**src/rtl/woble_ps_stepper.sv**
```systemverilog
// Dynamic phase-shift stepper for the wobble-clock MMCM: one psen per step, tracks signed position.
// Optional macro WOBLE_PS_STEP_LIMIT_EN adds a |ps_pos| <= MAX_POS guard and the limit_hit output.
module woble_ps_stepper #(
  parameter int unsigned POS_W          = 16,
  parameter int unsigned PSDONE_TIMEOUT = 64,
  parameter int unsigned STEP_GAP       = 2
`ifdef WOBLE_PS_STEP_LIMIT_EN
  ,
  parameter int unsigned MAX_POS        = 4096
`endif
) (
  input  logic                    sys_clk,
  input  logic                    rst_n,
  input  logic                    woble_clk_ps_data_flag,
  input  logic [13:0]             woble_clk_ps_data,
  output logic                    psen,
  output logic                    psincdec,
  input  logic                    psdone,
  output logic                    busy,
  output logic                    cmd_done,
  output logic                    cmd_drop,
  output logic                    ps_err,
`ifdef WOBLE_PS_STEP_LIMIT_EN
  output logic                    limit_hit,
`endif
  output logic signed [POS_W-1:0] ps_pos
);

  localparam int unsigned EXT_W = POS_W + 1;
  localparam int unsigned TMO_W = $clog2(PSDONE_TIMEOUT + 1);
  localparam int unsigned GAP_W = (STEP_GAP > 1) ? $clog2(STEP_GAP) : 1;
  localparam logic [TMO_W-1:0] TMO_LAST = TMO_W'(PSDONE_TIMEOUT - 1);
  localparam logic [GAP_W-1:0] GAP_LAST = GAP_W'((STEP_GAP > 0) ? STEP_GAP - 1 : 0);

  typedef enum logic [1:0] {IDLE, ISSUE, WAIT_DONE, GAP} state_t;

  state_t                   state_q, state_nxt;
  logic                     dir_q, dir_nxt;
  logic [POS_W-1:0]         rem_q, rem_dec, cmd_cnt;
  logic signed [POS_W-1:0]  pos_q, pos_nxt;
  logic signed [EXT_W-1:0]  pos_ext, pos_abs;
  logic [TMO_W-1:0]         tmo_q;
  logic [GAP_W-1:0]         gap_q;
  logic                     strobe_ok, home, cmd_dir, step_done, timeout, gap_end, over;
  logic                     go_issue, fin, lim;
  logic                     psen_d, psincdec_d, busy_d, done_d, drop_d, err_d, lim_d;

  // Command decode and per-step datapath values
  always_comb begin
    strobe_ok = woble_clk_ps_data_flag & ~busy;
    home      = woble_clk_ps_data[12];
    pos_ext   = EXT_W'(pos_q);
    pos_abs   = pos_q[POS_W-1] ? -pos_ext : pos_ext;
    cmd_dir   = home ? pos_q[POS_W-1] : woble_clk_ps_data[13];
    cmd_cnt   = home ? POS_W'(pos_abs) : POS_W'(woble_clk_ps_data[11:0]);
    step_done = (state_q == WAIT_DONE) && psdone;
    timeout   = (state_q == WAIT_DONE) && !psdone && (tmo_q == TMO_LAST);
    gap_end   = (state_q == GAP) && (gap_q == GAP_LAST);
    rem_dec   = rem_q - POS_W'(1);
    dir_nxt   = strobe_ok ? cmd_dir : dir_q;
    pos_nxt   = pos_q;
    if (step_done)
      pos_nxt = dir_q ? pos_q + POS_W'(1) : pos_q - POS_W'(1);
  end

`ifdef WOBLE_PS_STEP_LIMIT_EN
  localparam int unsigned LIM_W = POS_W + 2;
  localparam logic signed [LIM_W-1:0] LIM_HI = LIM_W'(MAX_POS);
  localparam logic signed [LIM_W-1:0] LIM_LO = -LIM_HI;
  logic signed [LIM_W-1:0] pos_lim;

  // Would the step about to be issued push |ps_pos| past MAX_POS
  always_comb begin
    pos_lim = LIM_W'(pos_nxt);
    over    = dir_nxt ? ((pos_lim + LIM_W'(1)) > LIM_HI) : ((pos_lim - LIM_W'(1)) < LIM_LO);
  end
`else
  assign over = 1'b0;
`endif

  always_ff @(posedge sys_clk or negedge rst_n) begin
    if (!rst_n) state_q <= IDLE;
    else        state_q <= state_nxt;
  end

  always_comb begin
    state_nxt = state_q;
    go_issue  = 1'b0;
    fin       = 1'b0;
    lim       = 1'b0;
    unique case (state_q)
      IDLE: begin
        if (strobe_ok) begin
          if (cmd_cnt == '0) fin = 1'b1;
          else               go_issue = 1'b1;
        end
      end
      ISSUE: state_nxt = WAIT_DONE;
      WAIT_DONE: begin
        if (psdone) begin
          if (rem_dec == '0) begin
            fin       = 1'b1;
            state_nxt = IDLE;
          end else if (STEP_GAP > 0) begin
            state_nxt = GAP;
          end else begin
            go_issue = 1'b1;
          end
        end else if (timeout) begin
          state_nxt = IDLE;
        end
      end
      GAP: if (gap_end) go_issue = 1'b1;
      default: state_nxt = IDLE;
    endcase
    // Every route into ISSUE passes the position guard
    if (go_issue) begin
      if (over) begin
        state_nxt = IDLE;
        fin       = 1'b1;
        lim       = 1'b1;
      end else begin
        state_nxt = ISSUE;
      end
    end
  end

  // busy stays high through the cmd_done cycle so a strobe there is dropped
  always_comb begin
    psen_d     = (state_nxt == ISSUE);
    psincdec_d = (state_nxt == ISSUE) ? dir_nxt : psincdec;
    busy_d     = (state_nxt != IDLE) | fin;
    done_d     = fin;
    drop_d     = woble_clk_ps_data_flag & busy;
    err_d      = timeout;
    lim_d      = lim;
  end

  always_ff @(posedge sys_clk or negedge rst_n) begin
    if (!rst_n) begin
      dir_q <= 1'b0;
      rem_q <= '0;
      pos_q <= '0;
      tmo_q <= '0;
      gap_q <= '0;
    end else begin
      dir_q <= dir_nxt;
      if (state_nxt == IDLE) rem_q <= '0;
      else if (strobe_ok)    rem_q <= cmd_cnt;
      else if (step_done)    rem_q <= rem_dec;
      pos_q <= pos_nxt;
      tmo_q <= (state_q == WAIT_DONE) ? tmo_q + TMO_W'(1) : '0;
      gap_q <= (state_q == GAP) ? gap_q + GAP_W'(1) : '0;
    end
  end

  always_ff @(posedge sys_clk or negedge rst_n) begin
    if (!rst_n) begin
      psen     <= 1'b0;
      psincdec <= 1'b0;
      busy     <= 1'b0;
      cmd_done <= 1'b0;
      cmd_drop <= 1'b0;
      ps_err   <= 1'b0;
    end else begin
      psen     <= psen_d;
      psincdec <= psincdec_d;
      busy     <= busy_d;
      cmd_done <= done_d;
      cmd_drop <= drop_d;
      ps_err   <= err_d;
    end
  end

`ifdef WOBLE_PS_STEP_LIMIT_EN
  always_ff @(posedge sys_clk or negedge rst_n) begin
    if (!rst_n) limit_hit <= 1'b0;
    else        limit_hit <= lim_d;
  end
`else
  logic unused_lim;
  assign unused_lim = lim_d;
`endif

  assign ps_pos = pos_q;

endmodule

```
**config.mk**
```make
export PLATFORM = sky130hd
export DESIGN_NAME = woble_ps_stepper
export DESIGN_NICKNAME = d
export VERILOG_FILES = /design/src/rtl/woble_ps_stepper.sv
export SDC_FILE = /design/constraint.sdc
export NUM_CORES = 1
export LEC_CHECK = 0
export ABC_AREA = 1
export CELL_PAD_IN_SITES_DETAIL_PLACEMENT = 1
export CELL_PAD_IN_SITES_GLOBAL_PLACEMENT = 1
export CORE_AREA = 8 8 107 109
export CTS_CLUSTER_DIAMETER = 150
export DETAILED_ROUTE_END_ITERATION = 8
export DIE_AREA = 0 0 115 117
export PLACE_DENSITY_LB_ADDON = 0.1
export SYNTH_ARGS = -nofsm -noshare
export SYNTH_HDL_FRONTEND = slang
export SYNTH_SLANG_ARGS = --single-unit
```
**constraint.sdc**
```tcl
create_clock -name sys_clk -period 3.2 [get_ports sys_clk]
set_clock_uncertainty 0.1 [all_clocks]
set_input_delay 0.48 -clock sys_clk [delete_from_list [all_inputs] [get_ports sys_clk]]
set_output_delay 0.48 -clock sys_clk [all_outputs]
set_load 0.01 [all_outputs]
```
After elaboration in Yosys (flattened, before gate mapping)
Cells that the tools add are included.
Storage, ports and cells
  bits in registers: 49
Operators by class
  add/sub/neg operators: 6
  equal/unequal tests: 5
  multiplexer cells: 24
  bitwise logic cells: 4
  reduce and logical (&&, ||, !) cells: 11
Operator list (number)
  $mux 16: 6
  $logic_not 16->1: 2
  $add 16x2->16 const B: 1
  $neg 16->16: 1
  $sub 16x1->16 const B: 1
  $sub 16x2->16 const B: 1
  $mux 1: 10
  $mux 2: 4
  $add 7x1->7 const B: 1
  $eq 7x6->1 const B: 1
  $mux 7: 1
  $eq 2x1->1 const B: 2
  $eq 2x2->1 const B: 2
  $logic_and 1x1->1: 4
  $logic_not 2->1: 2
  $pmux 1 s2: 2
  $pmux 2 s2: 1
  $reduce_bool 3->1: 1
  $and 1x1->1: 2
  $reduce_bool 2->1: 1
  $add 1x1->1 const B: 1
  $logic_not 1->1: 1
  $not 1->1: 1
  $or 1x1->1: 1

Depth between registers and ports, before layout
  depth after elaboration: 10
  mapped depth: 19
  depth with buffers taken out: 18

Least setup slack after synthesis
Ideal clock, no wire load.
  path type: reg-to-reg
  start point: register dir_q
  end point: register pos_q[13], in the netlist ps_pos[13]
  library setup time: 0.065 ns
  arrival: 2.315 ns
  required time: 3.035 ns
  setup slack: 0.719 ns
  cell stages (with the launch flop): 13
  path buffers: 0
  clock period less this slack: 2.481 ns
  cell sequence: dfrtp_1 > inv_1 > ha_1 > nand3_1 > nand3_1 > a21oi_1 > o21ai_2 > a21boi_0 > o21ai_0 > a21boi_0 > or2_2 > nand3_1 > nand2_1
On the way
  longest elaborated chain between the ends: 1
Ends and longest elaborated chain
  start: declaration: RTL line 38  | logic dir_q, dir_nxt;
  start signal: assignment: RTL line 147  | dir_q <= dir_nxt;
  $mux 16: RTL line 63  | pos_nxt = dir_q ? pos_q + POS_W'(1) : pos_q - POS_W'(1);
  end signal: assignment: RTL line 151  | pos_q <= pos_nxt;
  end: declaration: RTL line 40  | logic signed [POS_W-1:0] pos_q, pos_nxt;
No other way between the ends.
A chain may end at the register's enable or synchronous reset.

Worst setup path in the final report
Ends and elaborated chain as after synthesis.

==> qor.txt <==
status: completed
Detailed Routing Iterations Pass 1: 4
clock root cell: clkbuf_8
NetSw: 2.86 mW
post-synthesis sequential area ratio: 30.4%
DP Worst Slack: 0.322 ns
core area: 9910 µm²
Final HPWL DP: 9.97 mm
FF/Latch Area: 1230 µm²
Tot GR Track Use: 18.8%
# resized after CTS: 0
final hold slack: 0.104 ns
total clock buffers created by CTS: 5
clock sink total: 49
Power Internal: 2.40 mW
CTS tree: done
vias in the first global route: 4290
most frequent cell after synthesis: nand2_1
FF-to-FF setup slack: 0.41 ns
pin count of the biggest net entering global routing: 29
Routed Antenna Nets: 0
syn avg cell area: 6.85 µm²
post-synthesis cell area: 4030 µm²
slew margin rel.: 45.9%
WP data required: 3.30 ns
Slew Viols, Final: 0
Post-synth ARST share: 100%
Worst-Margin Slew: 0.809 ns
buffers inserted by post-CTS timing repair: 0
area of the multi-input gates: 2420 µm²
switching share of power: 54.4%
share of the synthesized area in the top cell type: 30.4%
filler cell count: 1320
Detailed Route WL: 12.0 mm
DIE AREA: 13500 µm²
ratio of cells with drive above 1 in the final layout: 12.2%
Final period util: 87.1%
critical-path cell list: inv_1 > ha_1 > nand3_1 > nand3_1 > a21oi_1 > o21ai_2 > a21boi_0 > o21ai_0 > a21boi_0 > or2_2 > nand3_1 > nand2_1
antenna diode count: 0
via count: 3958
Clock Tree Buf Depth: 2
Die X: 115 µm
final hold violations: 0
P_leak: 2.32 nW
Worst path most repeated cell: nand3_1
Congestion Overflow GR: 0
crit path capture type: flop
slowest CP cell: ha_1
crit-path max cell delay: 0.38 ns
clock transition at the registers of the reported paths: 0.10 ns
routability congestion estimate: 0.825
YS warnings: 0
Area Overhead vs Synth: 15.9%
combinational power share: 70.2%
RSZ-0062 raised after global routing: no
HP Class: input port to async pin
IO Pins: 40
crit start category: flop
starting DRC count in detailed routing: 100
Die Y: 117 µm
Bufs and invs on worst path: 1
max-cap viol count: 0
peak supply drop: 0.531 mV
clock power share: 7.2%
wire per inst: 15.5 µm
final setup vio count: 0
Commonest cells post-synth: nand2_1 (151), inv_1 (68), nand3_1 (51), nor2_1 (51), dfrtp_1 (49)
H-tree levels: 2
Hold Buf Count CTS: 0
Power Density: 1120 nW/µm²
crit path DAT: 2.89 ns
clock latency at the later pin of the worst-skew pair: 0.30 ns
delay-heaviest family, CP: compound AO/OA/AOI/OAI gates
Synth area leader: dfrtp_1
DRC violations left: 0
#FFs+latches synth: 49
post-layout min period: 2.79 ns
Achievable Freq: 359 MHz
top cells by area, synth: dfrtp_1 (30%), nand2_1 (14%), ha_1 (6.8%)
Flop pwr share: 22.6%
Primary FF master, synth: dfrtp_1
first-pass GRT wire length: 20.4 mm
fin worst setup slack: 0.414 ns
TNS Setup: 0 ns
Worst Setup Path Type: flop to flop
initial antenna violation count: 0
Mapped Nets: 630
vias per inst: 5.15
Initial Util: 40.7%
Netlist cell types: 43
Row Count: 37
synthesized instance count: 589
Nets: 673
PortBufs: 39
CP max FO: 6
Post-synth EDFFs: 0
==> cells by family (layout without fill, tap and decap cells) <==
| group | after synthesis | after routing | share of synthesized area [%] |
|---|---|---|---|
| xor+xnor | 15 | 15 | 3.26 |
| simple gates | 317 | 317 | 36.1 |
| fa+ha+maj | 23 | 23 | 7.32 |
| buf+inv | 96 | 140 | 9.46 |
| flops | 49 | 49 | 30.4 |
| compound gates | 89 | 89 | 13.5 |
==> final timing paths <==
check | from | endpoint | depth (start not counted)
worst min-delay path | rst_n | rem_q[11]$_DFFE_PN0P_ | 1
max in group asynchronous | rst_n | psen$_DFF_PN0_ | 2
worst max-delay path | dir_q$_DFF_PN0_ | ps_pos[13]$_DFFE_PN0P_ | 12
min in group sys_clk | gap_q$_DFF_PN0_ | gap_q$_DFF_PN0_ | 1
worst min register to register | gap_q$_DFF_PN0_ | gap_q$_DFF_PN0_ | 1
worst max register to register | dir_q$_DFF_PN0_ | ps_pos[13]$_DFFE_PN0P_ | 12
==> placed cells by master (no fill, tap or decap), types with 2 or more instances in the layout <==
| cell | count |
|---|---|
| a31oi_1 | 3 |
| dfrtp_1 | 49 |
| o21ai_0 | 28 |
| nor2_2 | 7 |
| clkdlybuf4s50_1 | 38 |
| inv_2 | 16 |
| nor2_1 | 51 |
| o211ai_1 | 4 |
| a22oi_1 | 5 |
| ha_1 | 22 |
| nor2_4 | 4 |
| xor2_1 | 7 |
| a21boi_0 | 3 |
| inv_1 | 68 |
| nand2_1 | 151 |
| buf_4 | 8 |
| o21bai_1 | 3 |
| o22ai_1 | 2 |
| nand3_1 | 51 |
| nand3_2 | 3 |
| or2_2 | 6 |
| clkbuf_8 | 5 |
| o21ai_1 | 6 |
| o31ai_1 | 3 |
| nand4_1 | 6 |
| a21oi_1 | 21 |
| xnor2_1 | 8 |
| nor3_1 | 10 |
| o221ai_1 | 6 |
| nand3b_1 | 4 |
| nand2_2 | 20 |
==> power by group through the flow <==
stage | combinational [mW] | clock (mW) | sequential [mW]
detailed placement | 3.73 | 0 | 1.20
CTS | 3.75 | 0.386 | 1.19
floorplan | 2.72 | 0 | 1.14
finish | 3.69 | 0.380 | 1.19
global route | 4.19 | 0.413 | 1.23
global placement | 3.58 | 0 | 1.19
==> layout make-up <==
cell class              instances  area share [%]
well taps                     136            3.64
clock inverters                 3           0.455
multi-input cells             444            51.9
inverters                      85            6.82
clock buffers                   5            1.47
flip-flops and latches         49            26.2
repair buffers                 47            9.53
==> registers in the layout, indices dropped and copies added (netlist names) <==
| signal | cells |
|---|---|
| cmd_done | 1 |
| psen | 1 |
| busy | 1 |
| psincdec | 1 |
| state_q | 2 |
| dir_q | 1 |
| ps_pos | 16 |
| ps_err | 1 |
| cmd_drop | 1 |
| tmo_q | 7 |
| rem_q | 16 |
| gap_q | 1 |
==> routing by layer <==
layer / vias to the layer above / share of wire, % / GRT usage, %
met3: 21 / 2.0 / 2.72
met1: 1903 / 42 / 20.8
met4: 0 / 2.8 / 6.48
met2: 40 / 53 / 35.8
li1: 1994 / - / -
met5: - / 0 / 0
==> stage by stage <==
step / instance area, µm² / total power, mW / cells / utilization (%)
final: 4680 / 5.26 / 769 / 47.2
after global routing: 4680 / 5.83 / 769 / 47.2
after CTS: 4680 / 5.33 / 769 / 47.2
after detailed placement: 4590 / 4.93 / 761 / 46.3
after global placement: 4590 / 4.77 / 761 / 46.3
after floorplan: 4030 / 3.86 / 589 / -
Power figures use the tool's default switching activity.
